<file path="src/rtl/scroll_loader_fsm.sv">
// -----------------------------------------------------------------------------
// scroll_loader_fsm
//
// Streams a program scroll into array BASE_ADDR of mem_sys before the control
// unit is released from reset. Bytes arrive over a valid/ready stream. They are
// packed big-endian into 32-bit platters. Each platter is written with one
// mem_in_bus_t write at consecutive offsets.
//
// Ports:
//   clk         system clock, all state on rising edge
//   reset_n     asynchronous active-low reset
//   start       begin a load (sampled in IDLE and DONE only)
//   byte_in     stream data byte
//   byte_valid  byte_in is valid
//   byte_last   byte_in is the final byte of the scroll (with byte_valid)
//   byte_ready  loader accepts a byte this cycle
//   mem_in      {mode, address, offset, data} towards the loader's mem_in_bus_buf
//   bus_en      enable for the loader's mem_in_bus_buf
//   done        load finished (success or error)
//   error       truncated scroll or overflow; valid while done=1
//   word_count  platters written so far
// -----------------------------------------------------------------------------

package scroll_loader_pkg;

  typedef struct packed {
    logic [1:0]  mode;
    logic [31:0] address;
    logic [31:0] offset;
    logic [31:0] data;
  } mem_in_bus_t;

  localparam logic [1:0] MODE_NOP   = 2'b00;
  localparam logic [1:0] MODE_WRITE = 2'b01;

endpackage

module scroll_loader_fsm
  import scroll_loader_pkg::*;
#(
  parameter logic [31:0] BASE_ADDR = 32'h0,
  parameter logic [31:0] MAX_WORDS = 32'h0001_0000
) (
  input  logic        clk,
  input  logic        reset_n,
  input  logic        start,
  input  logic [7:0]  byte_in,
  input  logic        byte_valid,
  input  logic        byte_last,
  output logic        byte_ready,
  output mem_in_bus_t mem_in,
  output logic        bus_en,
  output logic        done,
  output logic        error,
  output logic [31:0] word_count
);

  typedef enum logic [1:0] {
    S_IDLE,
    S_COLLECT,
    S_WRITE,
    S_DONE
  } state_t;

  state_t      r_state;
  logic [31:0] r_shift;
  logic [1:0]  r_idx;
  logic [31:0] r_count;
  logic        r_error;
  logic        r_last_pend;

  state_t      w_state_nxt;
  logic [31:0] w_shift_nxt;
  logic [1:0]  w_idx_nxt;
  logic [31:0] w_count_nxt;
  logic        w_error_nxt;
  logic        w_last_pend_nxt;

  // Outputs are decoded from the state register only. Reset therefore
  // forces them to zero the instant reset_n falls, with no clock edge.
  always_comb begin
    // NOTE: every signal gets a default before the case statement. A path
    // that leaves a signal unassigned would otherwise infer a latch.
    w_state_nxt     = r_state;
    w_shift_nxt     = r_shift;
    w_idx_nxt       = r_idx;
    w_count_nxt     = r_count;
    w_error_nxt     = r_error;
    w_last_pend_nxt = r_last_pend;
    byte_ready      = 1'b0;
    bus_en          = 1'b0;
    done            = 1'b0;
    mem_in          = '0;

    case (r_state)
      S_IDLE: begin
        if (start) begin
          w_state_nxt     = S_COLLECT;
          w_count_nxt     = '0;
          w_idx_nxt       = '0;
          w_error_nxt     = 1'b0;
          w_last_pend_nxt = 1'b0;
        end
      end

      S_COLLECT: begin
        byte_ready = 1'b1;
        bus_en     = 1'b1;
        if (byte_valid) begin
          // The first byte of a platter ends up in bits [31:24].
          w_shift_nxt = {r_shift[23:0], byte_in};
          if (r_idx == 2'd3) begin
            if (r_count < MAX_WORDS) begin
              w_state_nxt     = S_WRITE;
              w_last_pend_nxt = byte_last;
            end else begin
              // The platter is complete but there is no room left for it.
              w_state_nxt = S_DONE;
              w_error_nxt = 1'b1;
            end
          end else if (byte_last) begin
            // The scroll ended mid-platter. The partial word is dropped.
            w_state_nxt = S_DONE;
            w_error_nxt = 1'b1;
          end else begin
            w_idx_nxt = r_idx + 2'd1;
          end
        end
      end

      S_WRITE: begin
        bus_en          = 1'b1;
        mem_in.mode     = MODE_WRITE;
        mem_in.address  = BASE_ADDR;
        mem_in.offset   = r_count;
        mem_in.data     = r_shift;
        w_count_nxt     = r_count + 32'd1;
        w_idx_nxt       = '0;
        w_last_pend_nxt = 1'b0;
        w_state_nxt     = r_last_pend ? S_DONE : S_COLLECT;
      end

      S_DONE: begin
        done = 1'b1;
        if (start) begin
          w_state_nxt     = S_COLLECT;
          w_count_nxt     = '0;
          w_idx_nxt       = '0;
          w_error_nxt     = 1'b0;
          w_last_pend_nxt = 1'b0;
        end
      end

      default: w_state_nxt = S_IDLE;
    endcase
  end

  // NOTE: sequential state uses non-blocking assignments only. All registers
  // then update together from the values present before the edge.
  always_ff @(posedge clk or negedge reset_n) begin
    if (!reset_n) begin
      r_state     <= S_IDLE;
      r_shift     <= '0;
      r_idx       <= '0;
      r_count     <= '0;
      r_error     <= 1'b0;
      r_last_pend <= 1'b0;
    end else begin
      r_state     <= w_state_nxt;
      r_shift     <= w_shift_nxt;
      r_idx       <= w_idx_nxt;
      r_count     <= w_count_nxt;
      r_error     <= w_error_nxt;
      r_last_pend <= w_last_pend_nxt;
    end
  end

  assign error      = r_error;
  assign word_count = r_count;

endmodule

</file>
<file path="config.mk">
export PLATFORM = sky130hd
export DESIGN_NAME = scroll_loader_fsm
export DESIGN_NICKNAME = d
export VERILOG_FILES = /design/src/rtl/scroll_loader_fsm.sv
export SDC_FILE = /design/constraint.sdc
export NUM_CORES = 1
export LEC_CHECK = 0
export ABC_AREA = 0
export CORE_UTILIZATION = 40
export DETAILED_ROUTE_END_ITERATION = 8
export GPL_TIMING_DRIVEN = 0
export PLACE_DENSITY = 0.86
export SYNTH_ARGS = -nofsm -noshare
export SYNTH_HDL_FRONTEND = slang
export SYNTH_SLANG_ARGS = --single-unit
</file>
<file path="constraint.sdc">
create_clock -name clk -period 1.95 [get_ports clk]
set_input_delay 0.195 -clock clk [delete_from_list [all_inputs] [get_ports clk]]
set_output_delay 0.195 -clock clk [all_outputs]
set_load 0.02 [all_outputs]
</file>
==> flow_summary.json <==
{
  "track_usage_pct": 19.8,
  "die_w_um": 101,
  "ys_ff_latch": 70,
  "die_area_mm2": 0.0102,
  "drtPass1Iterations": 4,
  "synth.cell_area_mm2": 0.00390,
  "routed_wl_um": 9870,
  "grt_pass1_wl_um": 15800,
  "setup_viol": 2,
  "finalCriticalPeriod_ps": 1990,
  "drtIter0Drc": 115,
  "pin_count": 147,
  "path_clk_slew_ps": 70,
  "nFillCells": 826,
  "p_seq_share_pct": 41.9,
  "slowest_delay_ps": 550,
  "finalCritPeriodShare_pct": 102,
  "path_max_fanout": 5,
  "p_per_area_mw_per_mm2": 914,
  "final_cell_count_no_fill": 684,
  "syn2layout_area_growth_pct": 41.8,
  "switching_share_pct": 32.8,
  "ant_nets": 0,
  "status": "finished with violations",
  "io_buffers": 113,
  "hpwl_um": 6900,
  "nets": 568,
  "cts.sinks": 70,
  "hold_path.class": "in -> reg",
  "p_int_w": 0.00340,
  "layout-drive-gt1-share_pct": 31.4,
  "initial_utilization_pct": 41.8,
  "final_core_util_pct": 59.3,
  "crit_slowest_cell": "or4_4",
  "worstSetupPathType": "reg -> reg",
  "syn_area_per_cell_um2": 10.2,
  "antenna_cells": 0,
  "grt_start_max_net_pins": 71,
  "cellLeakagePower_nw": 2.78,
  "via_per_inst": 4.74,
  "routedWlPerCell_um": 14.4,
  "hold_viol_final": 0,
  "cts_made_buffers": 9,
  "globalplace.congestion": 0.827,
  "ys_seq_area_share_pct": 44.9,
  "violations": "negative setup slack",
  "antenna_found_initial": 0,
  "rsz0062_at_grt": "true",
  "pwr-share-comb_pct": 34.9,
  "skew_ps": 10.1,
  "core_area_mm2": 0.00933,
  "synth_cell_types": 38,
  "start_kind": "register",
  "yosys_warnings": 0,
  "ir_drop_mv": 0.718,
  "cts.path.max_buffers": 2,
  "critical-path-top-delay-family": "simple AND/OR/NAND/NOR gates",
  "crit_buf_inv": 0,
  "fmax_mhz": 504,
  "clockPowerShare_pct": 23.1,
  "drc": 0,
  "die_h_um": 101,
  "clk_latency_ps": 350,
  "fin_ws_ps": -36.0,
  "place_area_mm2": 0.00532,
  "worst_ep_required_time_ps": 2180,
  "grt_pass1_vias": 3208,
  "place_inst": 655,
  "syn_inst": 381,
  "slew_violations": 0,
  "cts_tree": "built",
  "num_vias": 3242,
  "h-tree-depth": 3,
  "cts_root_buffer": "clkbuf_8",
  "netSwitchingPower_w": 0.00166,
  "worstPathCellList": "or4_4, nor4_4, mux2_4, a22o_1",
  "stdcell_area_mm2": 0.00553,
  "cp-end-kind": "register",
  "grt-ovfl-total": 0,
  "worst_slew_pin_slew_ps": 877,
  "drv_cap": 0,
  "max_slew_margin_pct": 41.6,
  "critPathArrivalTime_ps": 2210,
  "num_rows": 35
}
## cells in the mapped netlist, drive strengths merged
library cell,count,area (µm²)
nor2b,3,18.8
conb,1,3.75
a21oi,6,30.0
a41oi,1,8.76
nand2,12,45.0
o21ai,14,70.1
nor2,29,111
a31oi,1,6.26
dfrtp,70,1750
clkbuf,13,48.8
nor3,4,31.3
ha,5,62.6
xor2,20,175
a22o,5,43.8
nor4,5,52.6
inv,5,18.8
nor3b,2,15.0
or4,1,7.51
mux2i,1,22.5
or3,5,31.3
and3,5,31.3
and2,67,419
nand3,12,60.1
and4,4,35.0
xnor2,3,26.3
a211oi,1,7.51
mux2,35,394
or2,1,6.26
nand4,13,96.3
buf,37,270
## power by group through the flow
stage | Sequential [W] | Clock (W) | Combinational, W
5_1_grt | 0.00219 | 0.00124 | 0.00191
6_report | 0.00212 | 0.00117 | 0.00177
4_1_cts | 0.00212 | 0.00120 | 0.00173
2_1_floorplan | 0.00207 | 0 | 0.00120
3_3_place_gp | 0.00212 | 0 | 0.00159
3_5_place_dp | 0.00215 | 0 | 0.00166
## metal layers
metal	vias up	routed length, µm	global-route usage [%]
met5	-	0	0
met4	0	104	5.69
met3	14	789	5.76
met2	137	4870	35.1
met1	1527	4110	23.2
li1	1564	-	-
## final timing paths
| check | from | to | slack (ps) | cells past startpoint |
|---|---|---|---|---|
| min in group asynchronous | reset_n | r_shift[0] | 490 | 2 |
| hold / removal | byte_in[4] | r_shift[4] | 460 | 2 |
| max in group asynchronous | reset_n | word_count[18] | 820 | 2 |
| setup / recovery | word_count[27] | r_last_pend | -40 | 4 |
| setup reg to reg | word_count[27] | r_last_pend | -40 | 4 |
| hold reg to reg | r_shift[30] | r_shift[30] | 500 | 1 |
## area by class of cell
| cell class | count | area (µm²) | area share [%] |
|---|---|---|---|
| plain buffers | 47 | 362 | 6.54 |
| multi-input cells | 288 | 2010 | 36.4 |
| well taps | 129 | 161 | 2.92 |
| clock inverters | 3 | 43.8 | 0.791 |
| flip-flops and latches | 70 | 1760 | 31.8 |
| inverters | 5 | 18.8 | 0.339 |
| clock buffers | 13 | 149 | 2.69 |
| repair buffers | 129 | 1030 | 18.6 |
## placed cells by master (no fill, tap or decap), types with 4 or more instances in the layout
cell type	Yosys	layout
a21oi_1	6	5
a22o_1	5	5
and2_1	67	67
and3_1	5	5
and4_1	4	4
buf_2	0	43
buf_4	33	48
clkbuf_1	13	4
clkbuf_2	0	5
clkbuf_8	0	12
clkdlybuf4s15_1	0	4
clkdlybuf4s50_1	0	44
conb_1	1	33
dfrtp_1	70	65
dfrtp_2	0	5
dlygate4sd2_1	0	21
inv_1	5	4
mux2_2	35	33
nand2_1	12	12
nand3_1	12	12
nand4_1	12	12
nor2_1	28	26
o21ai_0	12	12
or3_1	5	4
xor2_1	20	20
## cells by family after synthesis
family | share of synthesized area, %
AO/OA/AOI/OAI | 4.27
XOR/XNOR | 5.16
adder cells (fa/ha/maj) | 1.60
buffers and inverters | 8.66
flip-flops | 44.9
multiplexers | 10.7
other | 0.0961
AND/OR/NAND/NOR | 24.6
## through the flow
| step | setup TNS [ps] | setup WS, ps | total power, W | hold WS (ps) |
|---|---|---|---|---|
| floorplan | -90.9 | -26.7 | 0.00327 | -101 |
| global placement | -147260 | -1650 | 0.00371 | 481 |
| global route | -266 | -81.2 | 0.00533 | 462 |
| detailed placement | -36060 | -703 | 0.00380 | 375 |
| CTS | -351 | -116 | 0.00505 | 447 |
| finish | -58.2 | -36.0 | 0.00506 | 458 |
## registers in the layout (all words and copies together), names as in the netlist
signal	cells
r_state	2
r_last_pend	1
error	1
r_idx	2
word_count	32
r_shift	32
## timing repair
action | in CTS | in global routing
pin swaps | 5 | 6
setup endpoints to repair | 109 | 61
resized for setup | 213 | 31
hold buffers | 1 | 0
endpoints found under the hold margin | 6 | 0
buffers inserted | 9 | 6
No activity file was read; power rests on OpenSTA's default activity.
